$ cat src/rtl/pattern_scan_ctrl.sv
// pattern_scan_ctrl: serial bit-pattern scanner with a configurable
// 1..8-bit pattern and overlapping or non-overlapping match counting.
//
// Ports:
//   clk          rising-edge clock
//   rst          synchronous active-high reset
//   cfg_we       pattern configuration write strobe (accepted in IDLE only)
//   cfg_pattern  match pattern; bit [L-1] earliest, bit [0] latest
//   cfg_len      pattern length minus one (L = cfg_len + 1)
//   cfg_overlap  1 = overlapping matches, 0 = non-overlapping
//   start        begin a scan of frame_len bits (accepted in IDLE only)
//   frame_len    number of serial bits to scan, 0..255
//   inp_valid    inp carries a valid bit this cycle
//   inp          serial data bit
//   busy         high while scanning
//   done         one-cycle scan-complete pulse
//   det          one-cycle match pulse, the cycle after the matching bit
//   match_cnt    saturating match count of the current or last scan
//   found        at least one match occurred in the scan
//   first_pos    0-based index of the bit that completed the first match
module pattern_scan_ctrl (
    input  logic       clk,
    input  logic       rst,
    input  logic       cfg_we,
    input  logic [7:0] cfg_pattern,
    input  logic [2:0] cfg_len,
    input  logic       cfg_overlap,
    input  logic       start,
    input  logic [7:0] frame_len,
    input  logic       inp_valid,
    input  logic       inp,
    output logic       busy,
    output logic       done,
    output logic       det,
    output logic [7:0] match_cnt,
    output logic       found,
    output logic [7:0] first_pos
);

    localparam int unsigned DATA_W = 8;
    localparam int unsigned LEN_W  = 3;
    localparam int unsigned FILL_W = 4;

    typedef enum logic [1:0] {
        S_IDLE = 2'd0,
        S_SCAN = 2'd1,
        S_DONE = 2'd2
    } state_t;

    state_t              state_q, state_n;
    logic [DATA_W-1:0]   pat_q, pat_n;
    logic [LEN_W-1:0]    len_q, len_n;
    logic                ov_q, ov_n;
    logic [DATA_W-1:0]   flen_q, flen_n;
    logic [DATA_W-1:0]   idx_q, idx_n;
    logic [DATA_W-1:0]   hist_q, hist_n;
    logic [FILL_W-1:0]   fill_q, fill_n;
    logic [DATA_W-1:0]   cnt_n;
    logic                found_n;
    logic [DATA_W-1:0]   first_n;
    logic                det_n;

    // Candidate history/fill after shifting in the current bit, and match test.
    logic [DATA_W-1:0]   hist_sh;
    logic [FILL_W-1:0]   fill_sh;
    logic [DATA_W-1:0]   len_mask;
    logic                hit;

    always_comb begin
        hist_sh  = {hist_q[DATA_W-2:0], inp};
        fill_sh  = (fill_q == FILL_W'(DATA_W)) ? fill_q : fill_q + FILL_W'(1);
        len_mask = DATA_W'(8'hFF) >> (LEN_W'(7) - len_q);
        // fill >= L is the same as fill > cfg_len
        hit      = (fill_sh > FILL_W'(len_q)) &&
                   (((hist_sh ^ pat_q) & len_mask) == '0);
    end

    // Next-state and datapath update.
    always_comb begin
        state_n = state_q;
        pat_n   = pat_q;
        len_n   = len_q;
        ov_n    = ov_q;
        flen_n  = flen_q;
        idx_n   = idx_q;
        hist_n  = hist_q;
        fill_n  = fill_q;
        cnt_n   = match_cnt;
        found_n = found;
        first_n = first_pos;
        det_n   = 1'b0;

        case (state_q)
            S_IDLE: begin
                if (cfg_we) begin
                    pat_n = cfg_pattern;
                    len_n = cfg_len;
                    ov_n  = cfg_overlap;
                end
                if (start) begin
                    flen_n  = frame_len;
                    cnt_n   = '0;
                    found_n = 1'b0;
                    first_n = '0;
                    idx_n   = '0;
                    hist_n  = '0;
                    fill_n  = '0;
                    state_n = (frame_len != '0) ? S_SCAN : S_DONE;
                end
            end
            S_SCAN: begin
                if (inp_valid) begin
                    hist_n = hist_sh;
                    fill_n = fill_sh;
                    idx_n  = idx_q + DATA_W'(1);
                    if (hit) begin
                        det_n = 1'b1;
                        cnt_n = (match_cnt == DATA_W'(8'hFF)) ? match_cnt
                                                              : match_cnt + DATA_W'(1);
                        if (!found) begin
                            found_n = 1'b1;
                            first_n = idx_q;
                        end
                        // Non-overlapping: matched bits may not seed the next match.
                        if (!ov_q) begin
                            fill_n = '0;
                        end
                    end
                    if (idx_q + DATA_W'(1) == flen_q) begin
                        state_n = S_DONE;
                    end
                end
            end
            S_DONE: begin
                state_n = S_IDLE;
            end
            default: begin
                state_n = S_IDLE;
            end
        endcase
    end

    // State and output registers.
    always_ff @(posedge clk) begin
        if (rst) begin
            state_q   <= S_IDLE;
            pat_q     <= '0;
            len_q     <= '0;
            ov_q      <= 1'b1;
            flen_q    <= '0;
            idx_q     <= '0;
            hist_q    <= '0;
            fill_q    <= '0;
            match_cnt <= '0;
            found     <= 1'b0;
            first_pos <= '0;
            det       <= 1'b0;
            busy      <= 1'b0;
            done      <= 1'b0;
        end else begin
            state_q   <= state_n;
            pat_q     <= pat_n;
            len_q     <= len_n;
            ov_q      <= ov_n;
            flen_q    <= flen_n;
            idx_q     <= idx_n;
            hist_q    <= hist_n;
            fill_q    <= fill_n;
            match_cnt <= cnt_n;
            found     <= found_n;
            first_pos <= first_n;
            det       <= det_n;
            busy      <= (state_n == S_SCAN);
            done      <= (state_n == S_DONE);
        end
    end

endmodule

$ cat config.mk
export PLATFORM = sky130hd
export DESIGN_NAME = pattern_scan_ctrl
export DESIGN_NICKNAME = d
export VERILOG_FILES = /design/src/rtl/pattern_scan_ctrl.sv
export SDC_FILE = /design/constraint.sdc
export NUM_CORES = 1
export LEC_CHECK = 0
export CAP_MARGIN = 5
export CORE_MARGIN = 2
export CORE_UTILIZATION = 25
export DETAILED_ROUTE_END_ITERATION = 10
export PLACE_DENSITY_LB_ADDON = 0.3
export SYNTH_ARGS = -nofsm -noshare
export SYNTH_HDL_FRONTEND = slang
export SYNTH_SLANG_ARGS = --single-unit
$ cat constraint.sdc
create_clock -name clk -period 3.6 [get_ports clk]
set_clock_uncertainty 0.2 [all_clocks]
set_input_delay 0.54 -clock clk [delete_from_list [all_inputs] [get_ports clk]]
set_output_delay 0.54 -clock clk [all_outputs]
set_load 0.02 [all_outputs]
== Word-level counts from Yosys, hierarchy flattened ==
Cells that the tools add are included.

* Input port bits: 26
* Output and inout bits: 20
* Word-level logic and storage cells: 76
* Register bits: 61

* Bitwise operators: 4
* Eq/ne operators: 11
* Mux-type cells: 29
* Reduce and logical (&&, ||, !) cells: 12
* Order comparisons: 1
* Add/sub/neg operators: 4
* Shift operators: 1

{| class="wikitable"
|+ Operators by type and width
! kind !! count
|-
| $mux W8 || 8
|-
| $pmux W8 S2 || 3
|-
| $mux W4 || 5
|-
| $add A8 B1 Y8 const B || 2
|-
| $pmux W7 S2 || 1
|-
| $ne A2 B2 Y1 const B || 5
|-
| $reduce_and A5 Y1 || 2
|-
| $and A8 B8 Y8 || 1
|-
| $eq A8 B8 Y1 || 1
|-
| $eq A8 B8 Y1 const B || 1
|-
| $logic_not A8 Y1 || 1
|-
| $mux W2 || 4
|-
| $pmux W4 S2 || 1
|-
| $reduce_bool A8 Y1 || 1
|-
| $shr A8 B3 Y8 const A || 1
|-
| $xor A8 B8 Y8 || 1
|-
| $mux W7 || 1
|-
| $add A4 B1 Y4 const B || 1
|-
| $eq A2 B1 Y1 const B || 2
|-
| $eq A4 B4 Y1 const B || 1
|-
| $gt A4 B3 Y1 || 1
|-
| $mux W1 || 4
|-
| $pmux W2 S2 || 1
|-
| $reduce_and A2 Y1 || 2
|-
| 10 further kinds || 11
|}

== Depth between registers and ports, before layout ==
Gate-level depths: netlist of the first run.

* Depth after elaboration: 8
* Gate-level depth with buffers: 12
* Mapped depth without buffers: 12

== Worst setup path after synthesis of the first run ==
No wires, ideal clock.

* Path kind: flip-flop to flip-flop
* From: register fill_q[0]
* To: register match_cnt[3]
* Data arrival time: 2574 ps
* Path slack: 709 ps
* Buffers on the path: 0
* Clock period less this slack: 2891 ps
* Setup time: 117 ps
* Stages on the path, launching flop included: 13
* Required time: 3283 ps
* Cells stage by stage: dfxtp_1 -> inv_1 -> ha_1 -> nand2_1 -> nor2_1 -> xnor2_1 -> ha_1 -> nand3_1 -> o21ai_0 -> o21ai_0 -> nand4_4 -> a221o_2 -> a32o_1

* Longest elaborated chain between the ends: 6
* Elaborated cells between the ends (all ways): 7
* Classes of those cells: 1 x add/sub; 1 x order compare; 2 x eq/ne; 1 x mux; 2 x reduce/logical

{| class="wikitable"
|+ Ends and longest elaborated chain
! what !! RTL line !! text
|-
| start, declared || 57 || <nowiki>logic [FILL_W-1:0] fill_q, fill_n;</nowiki>
|-
| start signal, assigned || 168 || <nowiki>fill_q <= fill_n;</nowiki>
|-
| $add A4 B1 Y4 / $eq A4 B4 Y1 (equally long branches) || 71 || <nowiki>fill_sh = (fill_q == FILL_W'(DATA_W)) ? fill_q : fill_q + FILL_W'(1);</nowiki>
|-
| $mux W4 (*) || 71 ||
|-
| $gt A4 B3 Y1 (*) || 74 || <nowiki>hit = (fill_sh > FILL_W'(len_q)) &&</nowiki>
|-
| $logic_and A1 B1 Y1 (*) || 74 ||
|-
| $ne A2 B2 Y1 (no source line) (*) || -- ||
|-
| $reduce_and A5 Y1 (no source line) (*) || -- ||
|-
| end signal, assigned || 169 || <nowiki>match_cnt <= cnt_n;</nowiki>
|-
| end, declared || 35 || <nowiki>output logic [7:0] match_cnt,</nowiki>
|}

Every way passes the cells marked *; elsewhere a longest branch is shown, timed or not.
A chain may end at the register's enable or synchronous reset.

== Worst setup path after layout of the first run ==
Ends and elaborated chain as after synthesis.

==> results of run 1 <==
[per-layer routing]
metal  vias to the layer above  share of wire (%)  global-route usage (%)  wire length [µm]
met5                         -                  0                       0                 0
met4                         0               0.95                    3.58                70
met3                        10                4.9                    3.80               363
met2                        60                 48                    19.6              3570
met1                      1271                 46                    14.6              3400
li1                       1369                  -                       -                 -
[stage by stage]
stage / util (%) / hold WS, ns / instances / worst slack, ns
after detailed placement: 31.0 / 0.265 / 539 / 0.737
after global placement: 31.0 / 0.263 / 539 / 0.828
after CTS: 33.9 / 0.273 / 555 / 0.703
after floorplan: - / 0.240 / 363 / 0.709
final: 33.9 / 0.270 / 555 / 0.692
after global routing: 33.9 / 0.294 / 555 / 0.488
[final cells by class]
class                      count  area (µm²)
clock buffer                  10         229
clock inverter                 6         111
sequential                    61        1220
tap                          143         179
timing repair buffer          50         483
multi-input combinational    262        1580
fill                        1183        7580
inverter                      23        86.3
[how the worst max path moves through the flow]
stage                            from  slack [ns]                   endpoint  cells past startpoint
4_1_cts        fill_q[0]$_SDFFE_PP0P_        0.70  match_cnt[3]$_SDFFE_PP0P_                     13
2_1_floorplan  fill_q[0]$_SDFFE_PP0P_        0.71  match_cnt[3]$_SDFFE_PP0P_                     12
3_5_place_dp   fill_q[0]$_SDFFE_PP0P_        0.74  match_cnt[3]$_SDFFE_PP0P_                     13
3_3_place_gp   fill_q[0]$_SDFFE_PP0P_        0.83  match_cnt[3]$_SDFFE_PP0P_                     13
5_1_grt        fill_q[0]$_SDFFE_PP0P_        0.49  match_cnt[4]$_SDFFE_PP0P_                     13
6_report       fill_q[0]$_SDFFE_PP0P_        0.69  match_cnt[3]$_SDFFE_PP0P_                     13
[kinds of logic after synthesis]
| kind of cell | count (synthesis) |
|---|---|
| xor+xnor | 22 |
| fa+ha+maj | 7 |
| compound gates | 89 |
| simple gates | 144 |
| flops | 61 |
| buf+inv | 40 |
[power by group]
group	internal, W	switching (W)	total [W]
clock	0.000676	0.000309	0.000985
sequential	0.000696	0.0000211	0.000717
combinational	0.0000833	0.000111	0.000195
[synthesized netlist by cell type (2+ instances only)]
cell type / instances / share of area [%]
a21oi_1: 33 / 5.6
nor3_1: 6 / 1.0
a31oi_1: 3 / 0.64
a32o_1: 2 / 0.68
a21o_1: 2 / 0.51
xnor2_1: 14 / 4.1
o211ai_1: 2 / 0.51
dfxtp_1: 61 / 41
inv_1: 23 / 2.9
a22oi_1: 10 / 2.5
ha_1: 7 / 3.0
nand2_1: 54 / 6.9
nand4_1: 3 / 0.64
nor4_1: 4 / 0.85
clkbuf_1: 14 / 1.8
nor2_1: 29 / 3.7
a32oi_1: 2 / 0.59
buf_2: 3 / 0.51
o21ai_0: 13 / 2.2
xor2_1: 8 / 2.4
a211oi_1: 3 / 0.76
o32ai_1: 9 / 2.7
and3_1: 8 / 1.7
nand3b_1: 2 / 0.51
nand3_1: 21 / 3.6
and2_1: 6 / 1.3
[worst max-delay path: stages, from the launching register on]
cell	delay [ns]
dfxtp_1	0.34
inv_1	0.13
ha_1	0.17
nand2_1	0.07
nor2_1	0.21
xnor2_1	0.16
ha_1	0.25
nand3_1	0.08
o21ai_0	0.07
o21ai_0	0.15
buf_4	0.16
nand4_4	0.13
a221o_2	0.42
a32o_1	0.25
[flip-flops by register name, summed over array words and instances (netlist names)]
| register | cells |
|---|---|
| match_cnt | 8 |
| first_pos | 8 |
| pat_q | 8 |
| ov_q | 1 |
| state_q | 2 |
| done | 1 |
| len_q | 3 |
| flen_q | 8 |
| found | 1 |
| busy | 1 |
| fill_q | 4 |
| det | 1 |
| hist_q | 7 |
| idx_q | 8 |
[layout by cell type (no fill, tap or decap), types with 7 or more instances in the layout]
cell	n
clkbuf_16	9
o32ai_1	9
dfxtp_1	61
nor2_1	29
nand2_1	54
inv_1	23
nand3_1	21
a22oi_1	10
clkdlybuf4s50_1	44
xor2_1	8
o21ai_0	13
ha_1	7
a21oi_1	33
xnor2_1	14
and3_1	8
==> run_results.csv, run 1 <==
group,metric,value,unit
outcome,status,"complete, no violations",
logic_synthesis,syn_inst,363,
clock_network,cts_setup_buffers,0,
global_route,grt_start_max_net_pins,41,
critical_path,ff2ff_path_depth,13,
clock_network,htree_levels,3,
final_layout,drive_gt1_share,7.52,%
clock_network,cts_tree,"done",
logic_synthesis,ys.flop_type,"dfxtp_1",
timing,min_period,2.91,ns
final_layout,final_cell_area,3890,µm²
job,maxCapViolations,0,
timing,hold_viol,0,
global_route,antenna_found_initial,0,
pwr,powerDensity,488,nW/µm²
logic_synthesis,ys_seq_elements,61,
timing,relSlewSlack,48.2,%
worst_hold_path,min_path_cells,2,
placement,post-dp-hpwl,5.30,mm
logic_synthesis,netlist-cell-type-count,47,
global_route,grt_overflow,0,
die,core-area,11500,µm²
drt,wirelength,7.40,mm
die,initial_utilization,25.8,%
logic_synthesis,yosys-mux-area-fraction,0,%
placement,gp_congestion,0.870,
worst_hold_path,min_path_type,"flip-flop to flip-flop",
critical_path,r2r_end,"match_cnt[3]$_SDFFE_PP0P_",
critical_path,worstPathRequired,3.62,ns
drt,drtAntennaViolNets,0,
logic_synthesis,synth_top_family_by_area,"simple AND/OR/NAND/NOR gates",
timing,setup_viol,0,
timing,rsz0062_at_grt,"false",
die,placementRows,39,
timing,setup_tns,0,ns
drt,drt-vias-per-instance,4.88,
final_layout,diodes,0,
pwr,max-vdd-ir-drop,0.312,mV
global_route,grt_pass1_vias,2501,
die,design.die.area,12700,µm²
critical_path,end_kind,"flip-flop",
pwr,p_total,0.00190,W
critical_path,arrival,2.93,ns
timing,drv_slew,0,
clock_network,clk_pin_slew,0.05,ns
drt,route.detailed.drc,0,
placement,placed_area,3550,µm²
clock_network,clock_sink_count,61,
die,die_h,113,µm
drt,avgRoutedWirePerCell,13.3,µm
drt,dr.pass1.iters,4,
clock_network,cts_buffer_depth,2,
logic_synthesis,yosys.area_share.simple,23.8,%
drt,via_count,2710,
timing,fmax,344,MHz
logic_synthesis,yosys_warnings,0,
global_route,grtUsageTotal,11.8,%
clock_network,insertion_delay,0.33,ns
critical_path,r2r_start,"fill_q[0]$_SDFFE_PP0P_",
final_layout,nets,440,
clock_network,clk_root_buffer_cell,"clkbuf_16",
logic_synthesis,synth_nets,396,
critical_path,cp-start-kind,"flip-flop",
logic_synthesis,synth-compound-area-share,20.2,%
logic_synthesis,seq_area_frac_synth,41.3,%
die,io_pins,46,
pwr,p_leak,1.40,nW
critical_path,r2r_slack,0.69,ns
die,die_width,113,µm
placement,port_buffers,45,
global_route,grt_first_pass_wirelength,12.0,mm
final_layout,layout-area-overhead-vs-synth,31.6,%
drt,drt_iter0_markers,138,
worst_hold_path,holdCritStartpoint,"pat_q[0]$_SDFFE_PP0P_",
logic_synthesis,synth-edff-count,0,
logic_synthesis,syn-cell-area,2960,µm²
logic_synthesis,synthAdderAreaFrac,2.96,%
timing,min_period_over_period,80.8,%
logic_synthesis,synth-xor-area-share,6.52,%
worst_hold_path,whs_endpoint,"pat_q[0]$_SDFFE_PP0P_",
logic_synthesis,syn_area_per_cell,8.14,µm²
clock_network,numCtsBuffers,9,
clock_network,ctsResizeCount,0,
clock_network,hold_buffers,0,
logic_synthesis,synthArstFlopShare,0,%
critical_path,critPathMaxFanout,8,
critical_path,worstSetupPathType,"flip-flop to flip-flop",
timing,max_slew.worst_pin.slew,0.777,ns
Note: power is estimated with default switching activity, not from simulation.
==> inputs of run 2 (changes only) <==
==> constraint.sdc (replaced) <==
create_clock -name clk -period 3 [get_ports clk]
set_clock_uncertainty 0.2 [all_clocks]
set_input_delay 0.45 -clock clk [delete_from_list [all_inputs] [get_ports clk]]
set_output_delay 0.45 -clock clk [all_outputs]
set_load 0.02 [all_outputs]
==> run 2 against run 1 <==
Fmax up 2.5%; routed wire length is 1.8% higher; sequential share of layout area up 0.083 points; register-to-register slack got worse by 0.53 ns; core utilization decreased by 0.055 points; die area unchanged; cell count increased by 0.72%; sequential power rose by 20%; worst setup slack got worse by 0.53 ns; critical path type unchanged; clock-buffer cell count rose by 1.
==> run_results.csv, run 2 (synthesis results as in run 1) <==
group,metric,value,unit
outcome,status,"complete, no violations",
critical_path,critPathMaxFanout,8,
pwr,max-vdd-ir-drop,0.221,mV
final_layout,diodes,0,
drt,drtAntennaViolNets,0,
critical_path,worstPathRequired,3.02,ns
die,initial_utilization,25.8,%
final_layout,final_cell_area,3880,µm²
drt,avgRoutedWirePerCell,13.5,µm
die,die_h,113,µm
die,io_pins,46,
final_layout,layout-area-overhead-vs-synth,31.4,%
final_layout,instances_no_fill,559,
timing,drv_slew,0,
critical_path,critical-path-top-delay-family,"compound AO/OA/AOI/OAI gates",
timing,fmax,352,MHz
final_layout,drive_gt1_share,9.38,%
drt,met1_length,3.42,mm
pwr,p_total,0.00208,W
critical_path,slowest_delay,0.41,ns
die,die_width,113,µm
final_layout,final_common_cell,"dfxtp_1",
clock_network,insertion_delay,0.33,ns
pwr,powerDensity,535,nW/µm²
drt,route.detailed.drc,0,
critical_path,cp_num_buf_inv,2,
timing,hold_viol,0,
critical_path,worstPathCellList,"inv_1 -> ha_1 -> nand2_1 -> nor2_4 -> xnor2_2 -> ha_1 -> nand3_1 -> o21ai_0 -> o21ai_0 -> buf_4 -> nand4_4 -> a221o_2 -> a32o_1",
clock_network,cts_tree,"done",
die,core-area,11500,µm²
critical_path,end_kind,"flip-flop",
critical_path,cpMaxStageDelayCell,"a221o_2",
placement,port_buffers,45,
placement,gp_congestion,0.886,
worst_hold_path,min_path_type,"flip-flop to flip-flop",
global_route,antenna_found_initial,0,
final_layout,num-fill-cells,1199,
global_route,grt_first_pass_wirelength,12.6,mm
placement,placed_area,3580,µm²
drt,drt_iter0_markers,124,
job,maxCapViolations,0,
timing,setup_viol,0,
die,design.die.area,12700,µm²
clock_network,cts_buffer_depth,2,
drt,wirelength,7.53,mm
drt,dr_wl_met3,310,µm
timing,min_period_over_period,94.6,%
die,placementRows,39,
final_layout,multi_input_area,1600,µm²
global_route,grt_overflow,0,
drt,top_layer_used,"met4",
final_layout,final_cell_mix,"dfxtp_1, nand2_1, clkdlybuf4s50_1",
critical_path,worstSetupPathType,"flip-flop to flip-flop",
drt,via_count,2682,
drt,drt-vias-per-instance,4.80,
global_route,grt_start_max_net_pins,36,
critical_path,arrival,2.86,ns
drt,wl_met2,3.65,mm
placement,post-dp-hpwl,5.43,mm
placement,post-place-cells,543,
timing,setup_tns,0,ns
timing,max_slew.worst_pin.slew,0.634,ns
pwr,p_leak,1.40,nW
final_layout,register_area,1220,µm²
timing,min_period,2.84,ns
drt,dr.pass1.iters,4,
clock_network,clk_pin_slew,0.06,ns
timing,rsz0062_at_grt,"false",
clock_network,htree_levels,3,
clock_network,hold_buffers,0,
final_layout,nets,444,
critical_path,cp-start-kind,"flip-flop",
global_route,grt_pass1_vias,2582,
clock_network,clk_root_buffer_cell,"clkbuf_16",
clock_network,numCtsBuffers,9,
timing,relSlewSlack,57.7,%
clock_network,clock_sink_count,61,
global_route,grtUsageTotal,12.3,%
==> run 2: cell type report <==
| cell class | instances | area share [%] |
|---|---|---|
| sequential | 61 | 31.5 |
| clock buffer | 11 | 6.51 |
| inverter | 23 | 2.22 |
| clock inverter | 5 | 0.902 |
| timing repair buffer | 54 | 13.2 |
| multi-input combinational | 262 | 41.1 |
| tap | 143 | 4.61 |
==> run 2: what timing repair did <==
action / CTS / global route
setup endpoints to repair: 0 / 13
hold endpoints to repair: 0 / 0
buffers inserted: 0 / 0
resized for setup: 0 / 4
==> run 2: through the flow <==
step | worst slack (ns) | utilization (%) | hold slack, ns
floorplan | 0.109 | - | 0.240
CTS | 0.0847 | 33.7 | 0.270
detailed placement | 0.108 | 31.2 | 0.263
global placement | 0.254 | 31.2 | 0.262
finish | 0.162 | 33.9 | 0.270
global route | 0.0208 | 33.9 | 0.286
==> run 2: path summary, 6_finish.rpt <==
| path | startpoint | to | slack, ns | depth (start not counted) |
|---|---|---|---|---|
| hold reg to reg | pat_q[4]$_SDFFE_PP0P_ | pat_q[4]$_SDFFE_PP0P_ | 0.27 | 2 |
| setup / recovery | fill_q[0]$_SDFFE_PP0P_ | match_cnt[3]$_SDFFE_PP0P_ | 0.16 | 13 |
| hold / removal | pat_q[4]$_SDFFE_PP0P_ | pat_q[4]$_SDFFE_PP0P_ | 0.27 | 2 |
| setup reg to reg | fill_q[0]$_SDFFE_PP0P_ | match_cnt[3]$_SDFFE_PP0P_ | 0.16 | 13 |
==> run 2: report_power, final <==
group          switching (W)  internal, W  total, W  leakage, nW
Clock               0.000376     0.000601  0.000977        0.130
Combinational       0.000135     0.000106  0.000241        0.770
Sequential         0.0000251     0.000836  0.000861        0.496
Total               0.000535      0.00154   0.00208         1.40
==> run 2: worst min-delay path, delay by kind of cell (launching register included) <==
| kind | cells | cell delay (ns) |
|---|---|---|
| AO/OA/AOI/OAI | 1 | 0.05 |
| flip-flops | 1 | 0.32 |
| AND/OR/NAND/NOR | 1 | 0.05 |
==> run 2: metal layers <==
metal | GRT usage, % | vias to the layer above
met5 | 0 | -
met4 | 5.53 | 0
met3 | 3.32 | 14
met2 | 20.1 | 56
met1 | 15.0 | 1233
li1 | - | 1379
==> inputs of run 3 (changes only) <==
==> constraint.sdc (replaced) <==
create_clock -name clk -period 3.7 [get_ports clk]
set_clock_uncertainty 0.2 [all_clocks]
set_input_delay 0.555 -clock clk [delete_from_list [all_inputs] [get_ports clk]]
set_output_delay 0.555 -clock clk [all_outputs]
set_load 0.02 [all_outputs]
==> run 3 against run 2 <==
Clock-buffer cell count unchanged; sequential power down 19%; global-route usage shrank 0.55 points; flip-flop and latch count unchanged; largest cell class unchanged; non-clock buffer count fell by 5; via count is 0.89% higher; register-to-register slack improved by 0.54 ns; worst setup slack improved by 0.54 ns; critical path type unchanged; largest power group unchanged.
==> run_results.csv, run 3 (synthesis results as in run 1) <==
group,metric,value,unit
final_layout,multi_input_area,1580,µm²
timing,min_period_over_period,81.0,%
clock_network,cts_tree,"done",
global_route,antenna_found_initial,0,
die,placementRows,39,
critical_path,worstPathRequired,3.68,ns
timing,setup_tns,0,ns
drt,dr.pass1.iters,4,
die,die_h,113,µm
final_layout,drive_gt1_share,6.86,%
final_layout,register_area,1220,µm²
timing,hold-worst-slack,0.267,ns
pwr,max-vdd-ir-drop,0.178,mV
final_layout,layout-area-overhead-vs-synth,29.6,%
clock_network,hold_buffers,0,
final_layout,num-fill-cells,1185,
placement,gp_congestion,0.859,
critical_path,worstPathCellList,"inv_1 -> ha_1 -> nand2_1 -> nor2_1 -> xnor2_1 -> ha_1 -> nand3_1 -> o21ai_0 -> o21ai_0 -> buf_4 -> nand4_4 -> a22oi_1 -> o32ai_1",
global_route,grt_overflow,0,
critical_path,cpMaxStageDelayCell,"a22oi_1",
critical_path,end_kind,"flip-flop",
outcome,status,"complete, no violations",
drt,route.detailed.drc,0,
drt,drtAntennaViolNets,0,
timing,setup_viol,0,
timing,relSlewSlack,47.8,%
die,die_width,113,µm
clock_network,cts_buffer_depth,2,
global_route,grt_start_max_net_pins,41,
drt,wirelength,7.44,mm
clock_network,clock_sink_count,61,
timing,drv_slew,0,
placement,post-dp-hpwl,5.29,mm
final_layout,instances_no_fill,551,
final_layout,nets,439,
drt,avgRoutedWirePerCell,13.5,µm
critical_path,slowest_delay,0.61,ns
die,initial_utilization,25.8,%
clock_network,htree_levels,3,
die,core-area,11500,µm²
timing,fmax,334,MHz
drt,drt_iter0_markers,153,
timing,rsz0062_at_grt,"false",
pwr,p_total,0.00170,W
critical_path,critical-path-top-delay-family,"compound AO/OA/AOI/OAI gates",
die,io_pins,46,
critical_path,cp_num_buf_inv,2,
clock_network,clk_root_buffer_cell,"clkbuf_16",
worst_hold_path,min_path_type,"flip-flop to flip-flop",
timing,max_slew.worst_pin.slew,0.783,ns
drt,drt-vias-per-instance,4.91,
critical_path,critPathMaxFanout,8,
timing,hold_viol,0,
final_layout,diodes,0,
clock_network,numCtsBuffers,9,
job,maxCapViolations,0,
global_route,grt_pass1_vias,2491,
critical_path,cp-start-kind,"flip-flop",
die,design.die.area,12700,µm²
final_layout,final_cell_mix,"dfxtp_1, nand2_1, clkdlybuf4s50_1",
placement,port_buffers,45,
pwr,p_leak,1.38,nW
clock_network,clk_pin_slew,0.05,ns
placement,post-place-cells,538,
clock_network,insertion_delay,0.32,ns
clock_network,ctsResizeCount,0,
clock_network,cts_setup_buffers,0,
timing,min_period,3.00,ns
global_route,grt_first_pass_wirelength,12.1,mm
critical_path,arrival,2.98,ns
global_route,grtUsageTotal,11.7,%
pwr,powerDensity,444,nW/µm²
final_layout,final_common_cell,"dfxtp_1",
drt,via_count,2706,
critical_path,worstSetupPathType,"flip-flop to flip-flop",
[run 3: stage by stage]
stage | area (µm²) | setup WS [ns] | util, %
after floorplan | 2960 | 0.809 | -
after CTS | 3830 | 0.722 | 33.4
final | 3830 | 0.703 | 33.4
after global routing | 3830 | 0.474 | 33.4
after global placement | 3540 | 0.813 | 30.9
after detailed placement | 3540 | 0.753 | 30.9
[run 3: final cells by class]
class                   instances  share of cell area, %
multi-input cells             262                   41.3
flip-flops and latches         61                   31.9
repair buffers                 49                   12.4
clock buffers                  11                   6.60
well taps                     143                   4.67
inverters                      23                   2.25
clock inverters                 2                  0.915
[run 3: worst paths after layout]
path         slack (ns)  cells after the start                        end              startpoint
min reg2reg        0.27                      2      pat_q[6]$_SDFFE_PP0P_   pat_q[6]$_SDFFE_PP0P_
min                0.27                      2      pat_q[6]$_SDFFE_PP0P_   pat_q[6]$_SDFFE_PP0P_
max                0.70                     13  first_pos[0]$_SDFFE_PP0P_  fill_q[0]$_SDFFE_PP0P_
max reg2reg        0.70                     13  first_pos[0]$_SDFFE_PP0P_  fill_q[0]$_SDFFE_PP0P_
[run 3: where the power goes]
group	internal (W)	leakage, nW	switching, W
Sequential	0.000678	0.495	0.0000200
Clock	0.000544	0.143	0.000270
Combinational	0.0000794	0.738	0.000108
Total	0.00130	1.38	0.000398
[run 3: per-layer routing]
| metal | global-route usage, % | vias to the layer above | share of wire (%) |
|---|---|---|---|
| li1 | - | 1366 | - |
| met1 | 14.6 | 1254 | 44 |
| met2 | 19.6 | 73 | 48 |
| met3 | 3.16 | 13 | 5.9 |
| met4 | 3.90 | 0 | 1.6 |
| met5 | 0 | - | 0 |
[run 3: worst reg2reg max path, cell delays in order (launching register included)]
cell and delay (ns):
dfxtp_1 0.34, inv_1 0.12, ha_1 0.15, nand2_1 0.06
nor2_1 0.20, xnor2_1 0.16, ha_1 0.25, nand3_1 0.07
o21ai_0 0.07, o21ai_0 0.16, buf_4 0.17, nand4_4 0.13
a22oi_1 0.61, o32ai_1 0.15
